<file path="src/rtl/snitch_tcdm_bank_arbiter.sv">
// snitch_tcdm_bank_arbiter: round-robin arbiter of NumReq TCDM ports onto one SRAM bank,
// routing each response back to its issuer through the bank's fixed read latency.
module snitch_tcdm_bank_arbiter #(
  parameter int unsigned NumReq                = 4,
  parameter int unsigned PayloadWidth          = 72,
  parameter int unsigned DataWidth             = 64,
  parameter int unsigned MemoryResponseLatency = 1,
  parameter int unsigned CntWidth              = 16
) (
  input  logic                           clk_i,
  input  logic                           rst_ni,
  input  logic [NumReq-1:0]              req_valid_i,
  output logic [NumReq-1:0]              req_ready_o,
  input  logic [NumReq*PayloadWidth-1:0] req_payload_i,
  output logic                           mem_valid_o,
  input  logic                           mem_ready_i,
  output logic [PayloadWidth-1:0]        mem_payload_o,
  input  logic [DataWidth-1:0]           mem_rsp_data_i,
  output logic [NumReq-1:0]              rsp_valid_o,
  output logic [DataWidth-1:0]           rsp_data_o,
  output logic [CntWidth-1:0]            conflict_cnt_o,
  input  logic                           cnt_clr_i
);
  localparam int unsigned IdxW = $clog2(NumReq);
  localparam int unsigned Lat  = MemoryResponseLatency;
  logic [IdxW-1:0] rr_q, rr_d, lock_idx_q, lock_idx_d, gnt, cand;
  logic            lock_q, lock_d, hs;
  logic [Lat-1:0]  vld_q, vld_d;
  logic [IdxW-1:0] idx_q [Lat];
  logic [IdxW-1:0] idx_d [Lat];
  logic [CntWidth-1:0] cnt_q, cnt_d;
  // Descending search so the candidate closest to rr_q is assigned last and wins.
  always_comb begin
    gnt  = lock_idx_q;
    cand = '0;
    if (!lock_q) begin
      for (int k = NumReq - 1; k >= 0; k--) begin
        cand = IdxW'((int'(rr_q) + k) % NumReq);
        if (req_valid_i[cand]) gnt = cand;
      end
    end
  end
  assign mem_valid_o    = |req_valid_i;
  assign hs             = mem_valid_o & mem_ready_i;
  assign req_ready_o    = hs ? (NumReq'(1) << gnt) : '0;
  assign mem_payload_o  = req_payload_i[gnt*PayloadWidth +: PayloadWidth];
  assign rsp_valid_o    = vld_q[Lat-1] ? (NumReq'(1) << idx_q[Lat-1]) : '0;
  assign rsp_data_o     = mem_rsp_data_i;
  assign conflict_cnt_o = cnt_q;
  always_comb begin
    rr_d       = hs ? ((int'(gnt) == NumReq - 1) ? '0 : gnt + 1'b1) : rr_q;
    lock_d     = mem_valid_o & ~mem_ready_i;
    lock_idx_d = (mem_valid_o & ~mem_ready_i) ? gnt : lock_idx_q;
    cnt_d      = cnt_clr_i ? '0 : (($countones(req_valid_i) >= 2) && !(&cnt_q)) ? cnt_q + 1'b1 : cnt_q;
    vld_d[0]   = hs;
    idx_d[0]   = gnt;
    for (int s = 1; s < Lat; s++) begin
      vld_d[s] = vld_q[s-1];
      idx_d[s] = idx_q[s-1];
    end
  end
  always_ff @(posedge clk_i) begin
    if (!rst_ni) begin
      rr_q       <= '0;
      lock_q     <= 1'b0;
      lock_idx_q <= '0;
      vld_q      <= '0;
      cnt_q      <= '0;
    end else begin
      rr_q       <= rr_d;
      lock_q     <= lock_d;
      lock_idx_q <= lock_idx_d;
      vld_q      <= vld_d;
      cnt_q      <= cnt_d;
    end
  end
  // Indices are qualified by vld_q, so they need no reset.
  always_ff @(posedge clk_i) idx_q <= idx_d;
endmodule

</file>
<file path="config.mk">
export PLATFORM = sky130hd
export DESIGN_NAME = snitch_tcdm_bank_arbiter
export DESIGN_NICKNAME = d
export VERILOG_FILES = /design/src/rtl/snitch_tcdm_bank_arbiter.sv
export SDC_FILE = /design/constraint.sdc
export NUM_CORES = 1
export LEC_CHECK = 0
export CELL_PAD_IN_SITES_DETAIL_PLACEMENT = 1
export CELL_PAD_IN_SITES_GLOBAL_PLACEMENT = 2
export CORE_AREA = 5 5 197 199
export DETAILED_ROUTE_END_ITERATION = 10
export DIE_AREA = 0 0 202 204
export PLACE_DENSITY = 0.82
export SLEW_MARGIN = 0
export SYNTH_ARGS = -nofsm -noshare
export SYNTH_HDL_FRONTEND = slang
export SYNTH_SLANG_ARGS = --single-unit
</file>
<file path="constraint.sdc">
create_clock -name clk_i -period 6.7 [get_ports clk_i]
set_clock_uncertainty 0.2 [all_clocks]
set_input_delay 2.01 -clock clk_i [delete_from_list [all_inputs] [get_ports clk_i]]
set_output_delay 2.01 -clock clk_i [all_outputs]
set_load 0.01 [all_outputs]
</file>
==> results of run 1 <==
## layer usage
metal / GRT usage, % / up-vias / routed length, um / part of all wire, %
met1: 15.2 / 3419 / 12400 / 39
met3: 4.16 / 68 / 2760 / 8.6
li1: - / 3312 / - / -
met2: 24.3 / 355 / 15700 / 49
met5: 0 / - / 0 / 0
met4: 4.74 / 0 / 1230 / 3.8
## worst min-delay path, stage by stage (launching register included)
cell,delay (ps)
dfxtp_1,340
nand2b_1,80
a21oi_1,60
## flip-flops by register name, summed over array words and instances, names as in the netlist
name            flops
conflict_cnt_o     16
idx_q               2
lock_idx_q          2
lock_q              1
rr_q                2
vld_q               1
## logic make-up (layout without fill, tap and decap cells)
| kind of cell | count (synthesis) | in the layout |
|---|---|---|
| muxes | 3 | 3 |
| adders and majority gates | 3 | 3 |
| AOI/OAI and AO/OA | 318 | 318 |
| buffers and inverters | 158 | 542 |
| DFF | 24 | 24 |
| and+or+nand+nor | 150 | 150 |
| other | 0 | 1 |
| xor gates and xnor gates | 11 | 11 |
## final timing paths
kind	start	endpoint	slack (ps)	cells after the start
worst min-delay path	lock_idx_q[1]$_SDFFE_PN0P_	lock_idx_q[1]$_SDFFE_PN0P_	320	2
worst max register to register	rr_q[1]$_SDFFE_PN0P_	rr_q[0]$_SDFFE_PN0P_	4450	8
worst min register to register	lock_idx_q[1]$_SDFFE_PN0P_	lock_idx_q[1]$_SDFFE_PN0P_	320	2
worst max-delay path	req_valid_i[0]	mem_payload_o[42]	240	10
## area by class of cell
type,instances,share of cell area (%)
timing repair buffer,527,55.6
multi-input combinational,485,31.7
tap,474,6.16
sequential,24,4.99
clock buffer,3,0.780
inverter,11,0.429
clock inverter,1,0.312
antenna,1,0.0260
## power breakdown
| group | switching (mW) | leakage (nW) | internal, mW |
|---|---|---|---|
| logic | 0.539 | 3.27 | 0.611 |
| clock network | 0.0537 | 0.0511 | 0.119 |
| registers | 0.00849 | 0.195 | 0.148 |
| total | 0.601 | 3.52 | 0.878 |
## repair_timing
action,4_1_cts,5_1_grt
gates resized for setup,77,7
gates cloned,5,4
buffers inserted,4,11
endpoints found under the hold margin,0,0
pin swaps,1,4
setup endpoints to repair,71,12
## cells in the final DEF, fill, tap and decap left out, types with 5 or more instances in the layout
master           netlist  final
nor2_1                22     22
a31oi_1               75     74
and3_1                 6      6
dlygate4sd2_1          0     69
inv_1                 10     10
o21ai_0               89     89
dfxtp_1               24     24
nand3_1               78     78
xnor2_1                8      8
a21oi_1                7      7
o21ai_1               57     57
clkbuf_16              0      7
nor3_1                 8      8
buf_4                 72    102
dlymetal6s2s_1         0      5
buf_12                 2     24
a32oi_1               72     69
clkdlybuf4s50_1        0    318
nand2_1                9      8
## metrics by stage
step	TNS, ps	cells
floorplan	0	667
global placement	-2350	1497
detailed placement	-3790	1497
CTS	-268	1510
global route	0	1525
finish	0	1526
==> results.cfg, run 1 <==
[placement]
port_buffers = 392
dp_slack_ps = -146
dp_hpwl_mm = 23.7
place_area_um2 = 9180
place_congestion = 0.833

[route]
routedWlPerCell_um = 21.0
vias_per_cell = 4.69
drt_iter0_markers = 312
vias = 7154
drt_drc_violations_left = 0
drtAntennaViolNets = 0
wirelength_mm = 32.0
firstDrtPassIters = 4

[logic_synthesis]
ys_async_sr_fraction_pct = 0
synth_most_common_cell = o21ai_0
synth_area_um2 = 4460
yosysTopAreaCell = a32oi_1
synth_top_cells_by_count = o21ai_0 (89), nand3_1 (78), a31oi_1 (75)
synthTopCellsByArea = a32oi_1 (14%), buf_4 (12%), dfxtp_1 (11%)
synth_cells = 667
syn_avg_cell_area_um2 = 6.69
synth_top_family_by_area = compound AO/OA/AOI/OAI gates
yosysSeqAreaShare_pct = 10.8
synth_simple_gate_area_share_pct = 17.6
yosysTopAreaCellShare_pct = 14.1
yosysWarnings = 0
synth_compound_area_share_pct = 45.3
synth-xor-area-share_pct = 2.16
synth_edf_count = 0
ys_ff_latch = 24
synth_ff_type = dfxtp_1
synth_adder_area_share_pct = 1.01
synthMuxAreaShare_pct = 0.673
syn-num-nets = 1030
synthDistinctLibCells = 55

[worst_setup_path]
path_buf_inv = 5
cp_cell_sequence = dlymetal6s2s_1 -> nor2b_1 -> o31a_1 -> buf_4 -> o21bai_4 -> buf_12 -> a31oi_2 -> a32oi_1 -> buf_4 -> clkdlybuf4s50_1
cp-end-kind = output pin
cp-start-kind = primary input
crit_family = buffers and inverters
critical_path_required_ps = 4490
crit_fanout = 7
crit_slowest_cell = clkdlybuf4s50_1
crit_arrival_ps = 4250
criticalPathCategory = in2out
crit_top_cell = buf_4
slowest_delay_ps = 530

[cts]
cts_tree = built
clkTransAtPathRegs_ps = 70
clock-root-buffer = clkbuf_16
cts_max_level = 1
numCtsBuffers = 3
clock_sinks = 24
cts_buffer_depth = 2
hold_buffers = 0
worstSkewPairLatency_ps = 260

[global_routing]
antenna_found_initial = 1
overflow = 0
grt_pass1_vias = 7639
grt_usage_pct = 13.5
grt_start_max_net_pins = 38
grt_pass1_wl_mm = 44.7

[timing]
post-route-min-period_ps = 6460
setup_viol = 0
finalHoldViolCount = 0
rsz0062_at_grt = false
period_share_pct = 96.4
worst_slack_ps = 239
slew_headroom_pct = 56.8
fmax_ghz = 0.155
fin_hold_ws_ps = 322
tightest_slew_ps = 648
slew_viol_final = 0

[pwr]
ir_worst_vdd_mv = 0.0838
p_leak_nw = 3.52
p_per_area_nw_per_um2 = 154
finalPower_mw = 1.48

[floorplan]
core_area_um2 = 37000
pin_count = 521
initial_core_util_pct = 12.0
die-width_um = 202
rows = 71
dieArea_um2 = 41200
die_h_um = 204

[outcome]
status = complete, no violations

[finish]
final_util_pct = 26.0
fin_area_um2 = 9630
nets = 1415
regArea_um2 = 480
fill_cells = 4477
syn2layout_area_growth_pct = 116
multi_input_area_um2 = 3050
layout-drive-gt1-share_pct = 14.9

[hold_path]
worstHoldPathType = reg2reg

[job]
cap_violations = 0
Note: power is estimated with default switching activity, not from simulation.
==> run 2, diff against run 1 <==
- CORE_AREA: 5 5 197 199 -> 2 2 200 202
- PLACE_DENSITY: 0.82 -> 0.78
- SKIP_LAST_GASP: unset -> 1
==> results.cfg, run 2 (same netlist as run 1, synthesis figures left out) <==
[pwr]
p_leak_nw = 3.54
p_per_area_nw_per_um2 = 149
ir_worst_vdd_mv = 0.0890

[floorplan]
dieArea_um2 = 41200
die-width_um = 202
rows = 73
initial_core_util_pct = 11.4
die_h_um = 204
core_area_um2 = 39200
pin_count = 521

[timing]
rsz0062_at_grt = true
worst_slack_ps = -36.2
finalHoldViolCount = 0
post-route-min-period_ps = 6740
period_share_pct = 101
tightest_slew_ps = 661
fmax_ghz = 0.148
slew_viol_final = 0
setup_viol = 6
slew_headroom_pct = 55.9

[placement]
place_congestion = 0.827
dp_slack_ps = -198
dp_hpwl_mm = 22.9
port_buffers = 392

[worst_setup_path]
cp_cell_sequence = clkdlybuf4s50_1 -> buf_4 -> a21boi_1 -> o221a_2 -> a21oi_4 -> buf_4 -> buf_12 -> buf_4 -> a32oi_1 -> buf_4 -> clkdlybuf4s50_1
r2r_cells = 9
crit_arrival_ps = 4530
crit_top_cell = buf_4
r2r_start = rr_q[1]$_SDFFE_PN0P_
slowest_delay_ps = 540
r2r_setup_slack_ps = 4490
criticalPathCategory = in2out
cp-start-kind = primary input
r2r_end = rr_q[1]$_SDFFE_PN0P_
critical_path_required_ps = 4490
crit_slowest_cell = clkdlybuf4s50_1
cp-end-kind = output pin
crit_fanout = 13

[route]
wirelength_mm = 30.4
drt_drc_violations_left = 0
vias_per_cell = 4.50
firstDrtPassIters = 4
routedWlPerCell_um = 19.6
drt_iter0_markers = 315
drtAntennaViolNets = 0
vias = 6981

[global_routing]
grt_pass1_vias = 7199
grt_start_max_net_pins = 60
overflow = 0
grt_usage_pct = 13.1
antenna_found_initial = 1
grt_pass1_wl_mm = 42.4

[cts]
cts_buffer_depth = 2
worstSkewPairLatency_ps = 260
hold_buffers = 0
cts_max_level = 1
numCtsBuffers = 3
cts_tree = built
clkTransAtPathRegs_ps = 60
clock_sinks = 24
clock-root-buffer = clkbuf_16

[hold_path]
whs_endpoint = lock_idx_q[0]$_SDFFE_PN0P_
hp-start = lock_idx_q[0]$_SDFFE_PN0P_
hold_depth = 2
worstHoldPathType = reg2reg

[finish]
final_cell_mix = clkdlybuf4s50_1 (324), buf_4 (89), o21ai_0 (88), nand3_1 (78), a31oi_1 (75)
n_antenna_cell = 0
layout-drive-gt1-share_pct = 12.4
layout_commonest_cell = clkdlybuf4s50_1
syn2layout_area_growth_pct = 111
largest_register_ffs = 16
final_util_pct = 24.0
fill_cells = 4687
multi_input_area_um2 = 3020
regArea_um2 = 480
nets = 1390

[outcome]
status = finished, violations left
violations = setup timing

[job]
cap_violations = 0
-- run 2: through the flow --
| stage | TNS, ps | total power, mW | instances | area, um^2 | hold slack [ps] |
|---|---|---|---|---|---|
| final | -117 | 1.40 | 1551 | 9390 | 324 |
| after global placement | -3890 | 1.23 | 1535 | 9010 | 299 |
| after CTS | -2390 | 1.40 | 1545 | 9200 | 328 |
| after detailed placement | -6670 | 1.24 | 1535 | 9010 | 318 |
| after floorplan | 0 | 0.646 | 667 | 4460 | 253 |
| after global routing | -1600 | 1.50 | 1551 | 9390 | 354 |
-- run 2: what timing repair did --
action,4_1_cts,5_1_grt
resized for setup,39,35
gates cloned,3,3
setup endpoints to repair,72,41
buffers inserted,3,3
pin swaps,1,1
hold endpoints to repair,0,0
-- run 2: cell type report --
class / instances / area share, %
Timing Repair Buffer: 502 / 54.3
Inverter: 11 / 0.440
Clock buffer: 4 / 0.946
Sequential cell: 24 / 5.12
Tap cell: 525 / 6.99
Multi-Input combinational cell: 485 / 32.2
-- run 2: worst max-delay path by stage --
stage,from,endpoint,slack [ps],depth (start not counted)
2_1_floorplan,req_valid_i[3],mem_payload_o[0],1220,8
3_3_place_gp,req_valid_i[3],mem_payload_o[50],-150,9
3_5_place_dp,req_valid_i[1],mem_payload_o[37],-200,9
4_1_cts,req_valid_i[3],mem_payload_o[35],-130,10
5_1_grt,req_valid_i[3],mem_payload_o[47],-180,10
6_report,req_valid_i[0],mem_payload_o[35],-40,11
-- run 2: layer usage --
metal / track usage, % / part of all wire (%)
met5: 0 / 0
met4: 3.02 / 2.4
met3: 3.48 / 8.7
met2: 23.8 / 49
met1: 15.3 / 40
-- run 2: worst max-delay path, delay by kind of cell --
family          cells  cell delay (ps)
buf+inv             7             1780
compound gates      4              720
-- run 2: power breakdown --
group	total (mW)	internal, mW	switching, mW
registers	0.156	0.148	0.00769
logic	1.10	0.580	0.516
clock network	0.144	0.0913	0.0527
==> run 3, diff against run 2 <==
- CELL_PAD_IN_SITES_DETAIL_PLACEMENT: 1 -> unset
- CELL_PAD_IN_SITES_GLOBAL_PLACEMENT: 2 -> unset
- CORE_AREA: 2 2 200 202 -> 2 2 205 207
- DIE_AREA: 0 0 202 204 -> 0 0 207 209
- PLACE_DENSITY: 0.78 -> 0.37
==> results.cfg, run 3 (same netlist as run 1, synthesis figures left out) <==
[outcome]
status = finished, violations left
violations = setup timing

[worst_setup_path]
crit_fanout = 26
cp_cell_sequence = clkdlybuf4s50_1 -> nor3b_1 -> o32ai_2 -> buf_4 -> buf_4 -> nand2_4 -> buf_12 -> buf_12 -> nand3_1 -> a32oi_2 -> clkdlybuf4s50_1
r2r_cells = 8
r2r_end = rr_q[1]$_SDFFE_PN0P_
r2r_start = rr_q[0]$_SDFFE_PN0P_
slowest_delay_ps = 580
cp-end-kind = output pin
criticalPathCategory = in2out
r2r_setup_slack_ps = 4590
cp-start-kind = primary input
critical_path_required_ps = 4490
crit_slowest_cell = clkdlybuf4s50_1
crit_arrival_ps = 4610

[hold_path]
hp-start = lock_idx_q[1]$_SDFFE_PN0P_
worstHoldPathType = reg2reg
whs_endpoint = lock_idx_q[1]$_SDFFE_PN0P_
hold_depth = 2

[cts]
cts_tree = built
clock_sinks = 24
hold_buffers = 0
numCtsBuffers = 3
worstSkewPairLatency_ps = 260
cts_max_level = 1
cts_buffer_depth = 2
clock-root-buffer = clkbuf_16
clkTransAtPathRegs_ps = 60

[route]
drt_drc_violations_left = 0
wirelength_mm = 29.4
firstDrtPassIters = 5
drt_iter0_markers = 437
drtAntennaViolNets = 0
routedWlPerCell_um = 18.7
vias_per_cell = 4.30
vias = 6748

[finish]
fill_cells = 4572
nets = 1393
layout-drive-gt1-share_pct = 12.7
final_cell_mix = clkdlybuf4s50_1 (323), o21ai_0 (89), buf_4 (83), nand3_1 (78), a31oi_1 (75)
layout_commonest_cell = clkdlybuf4s50_1
syn2layout_area_growth_pct = 114
final_util_pct = 23.1
largest_register_ffs = 16

[timing]
finalHoldViolCount = 0
slew_headroom_pct = 56.5
slew_viol_final = 0
period_share_pct = 102
setup_viol = 7
rsz0062_at_grt = true
fmax_ghz = 0.147
tightest_slew_ps = 652
post-route-min-period_ps = 6820
worst_slack_ps = -125

[global_routing]
grt_pass1_wl_mm = 41.7
grt_start_max_net_pins = 56
grt_usage_pct = 12.3
antenna_found_initial = 1
overflow = 0
grt_pass1_vias = 6790

[floorplan]
pin_count = 521
rows = 75
initial_core_util_pct = 10.8
die_h_um = 209
core_area_um2 = 41300
dieArea_um2 = 43300
die-width_um = 207

[pwr]
p_leak_nw = 3.61
ir_worst_vdd_mv = 0.102
p_per_area_nw_per_um2 = 146

[placement]
place_congestion = 0.815
dp_hpwl_mm = 22.3
dp_slack_ps = -260
port_buffers = 392

[job]
cap_violations = 0
## run 3: per-stage QoR
step	cells	total power [mW]	hold WS, ps	TNS [ps]	area, um^2
floorplan	667	0.646	253	0	4460
global placement	1546	1.26	278	-10730	9100
detailed placement	1546	1.25	281	-9990	9100
CTS	1563	1.41	292	-5420	9390
global route	1568	1.50	313	-1400	9560
finish	1568	1.40	291	-470	9560
## run 3: how the worst max path moves through the flow
stage          depth (start not counted)      startpoint           endpoint  slack (ps)
6_report                              11  req_valid_i[3]  mem_payload_o[15]        -120
5_1_grt                               10  req_valid_i[1]   mem_payload_o[1]        -250
4_1_cts                               10  req_valid_i[1]   mem_payload_o[1]        -180
3_5_place_dp                          10  req_valid_i[1]   mem_payload_o[1]        -260
3_3_place_gp                           9  req_valid_i[1]  mem_payload_o[13]        -260
2_1_floorplan                          8  req_valid_i[3]   mem_payload_o[0]        1220
## run 3: cell type report
| cell class | count | area, um^2 | area share, % |
|---|---|---|---|
| Timing Repair Buffer | 505 | 5260 | 55.0 |
| Antenna cell | 1 | 2.50 | 0.0262 |
| Clock buffer | 3 | 75.1 | 0.786 |
| Tap cell | 539 | 674 | 7.06 |
| Multi-Input combinational cell | 485 | 3020 | 31.6 |
| Inverter | 11 | 41.3 | 0.432 |
| Sequential cell | 24 | 480 | 5.03 |
## run 3: timing repair
item | in CTS | in global routing
resized for setup | 36 | 44
endpoints found under the setup margin | 76 | 45
setup buffers | 10 | 2
pin swaps | 1 | 0
hold endpoints to repair | 0 | 0
gates cloned | 4 | 2
## run 3: layer usage
| layer | share of wire [%] | vias to the layer above | routed length, um | track usage (%) |
|---|---|---|---|---|
| met5 | 0 | - | 0 | 0 |
| met4 | 2.0 | 0 | 600 | 3.18 |
| met3 | 7.2 | 39 | 2110 | 3.22 |
| met2 | 50 | 351 | 14800 | 22.3 |
| met1 | 40 | 3087 | 11900 | 14.1 |
| li1 | - | 3271 | - | - |
## run 3: critical path: cells and delay by family
family                 cells  cell delay (ps)
and+or+nand+nor            3              450
buffers and inverters      6             1690
AOI/OAI and AO/OA          2              420
## run 3: report_power, final
group          switching, mW  internal, mW  leakage [nW]
clock network         0.0517        0.0791        0.0370
logic                  0.506         0.606          3.38
registers            0.00735         0.148         0.195
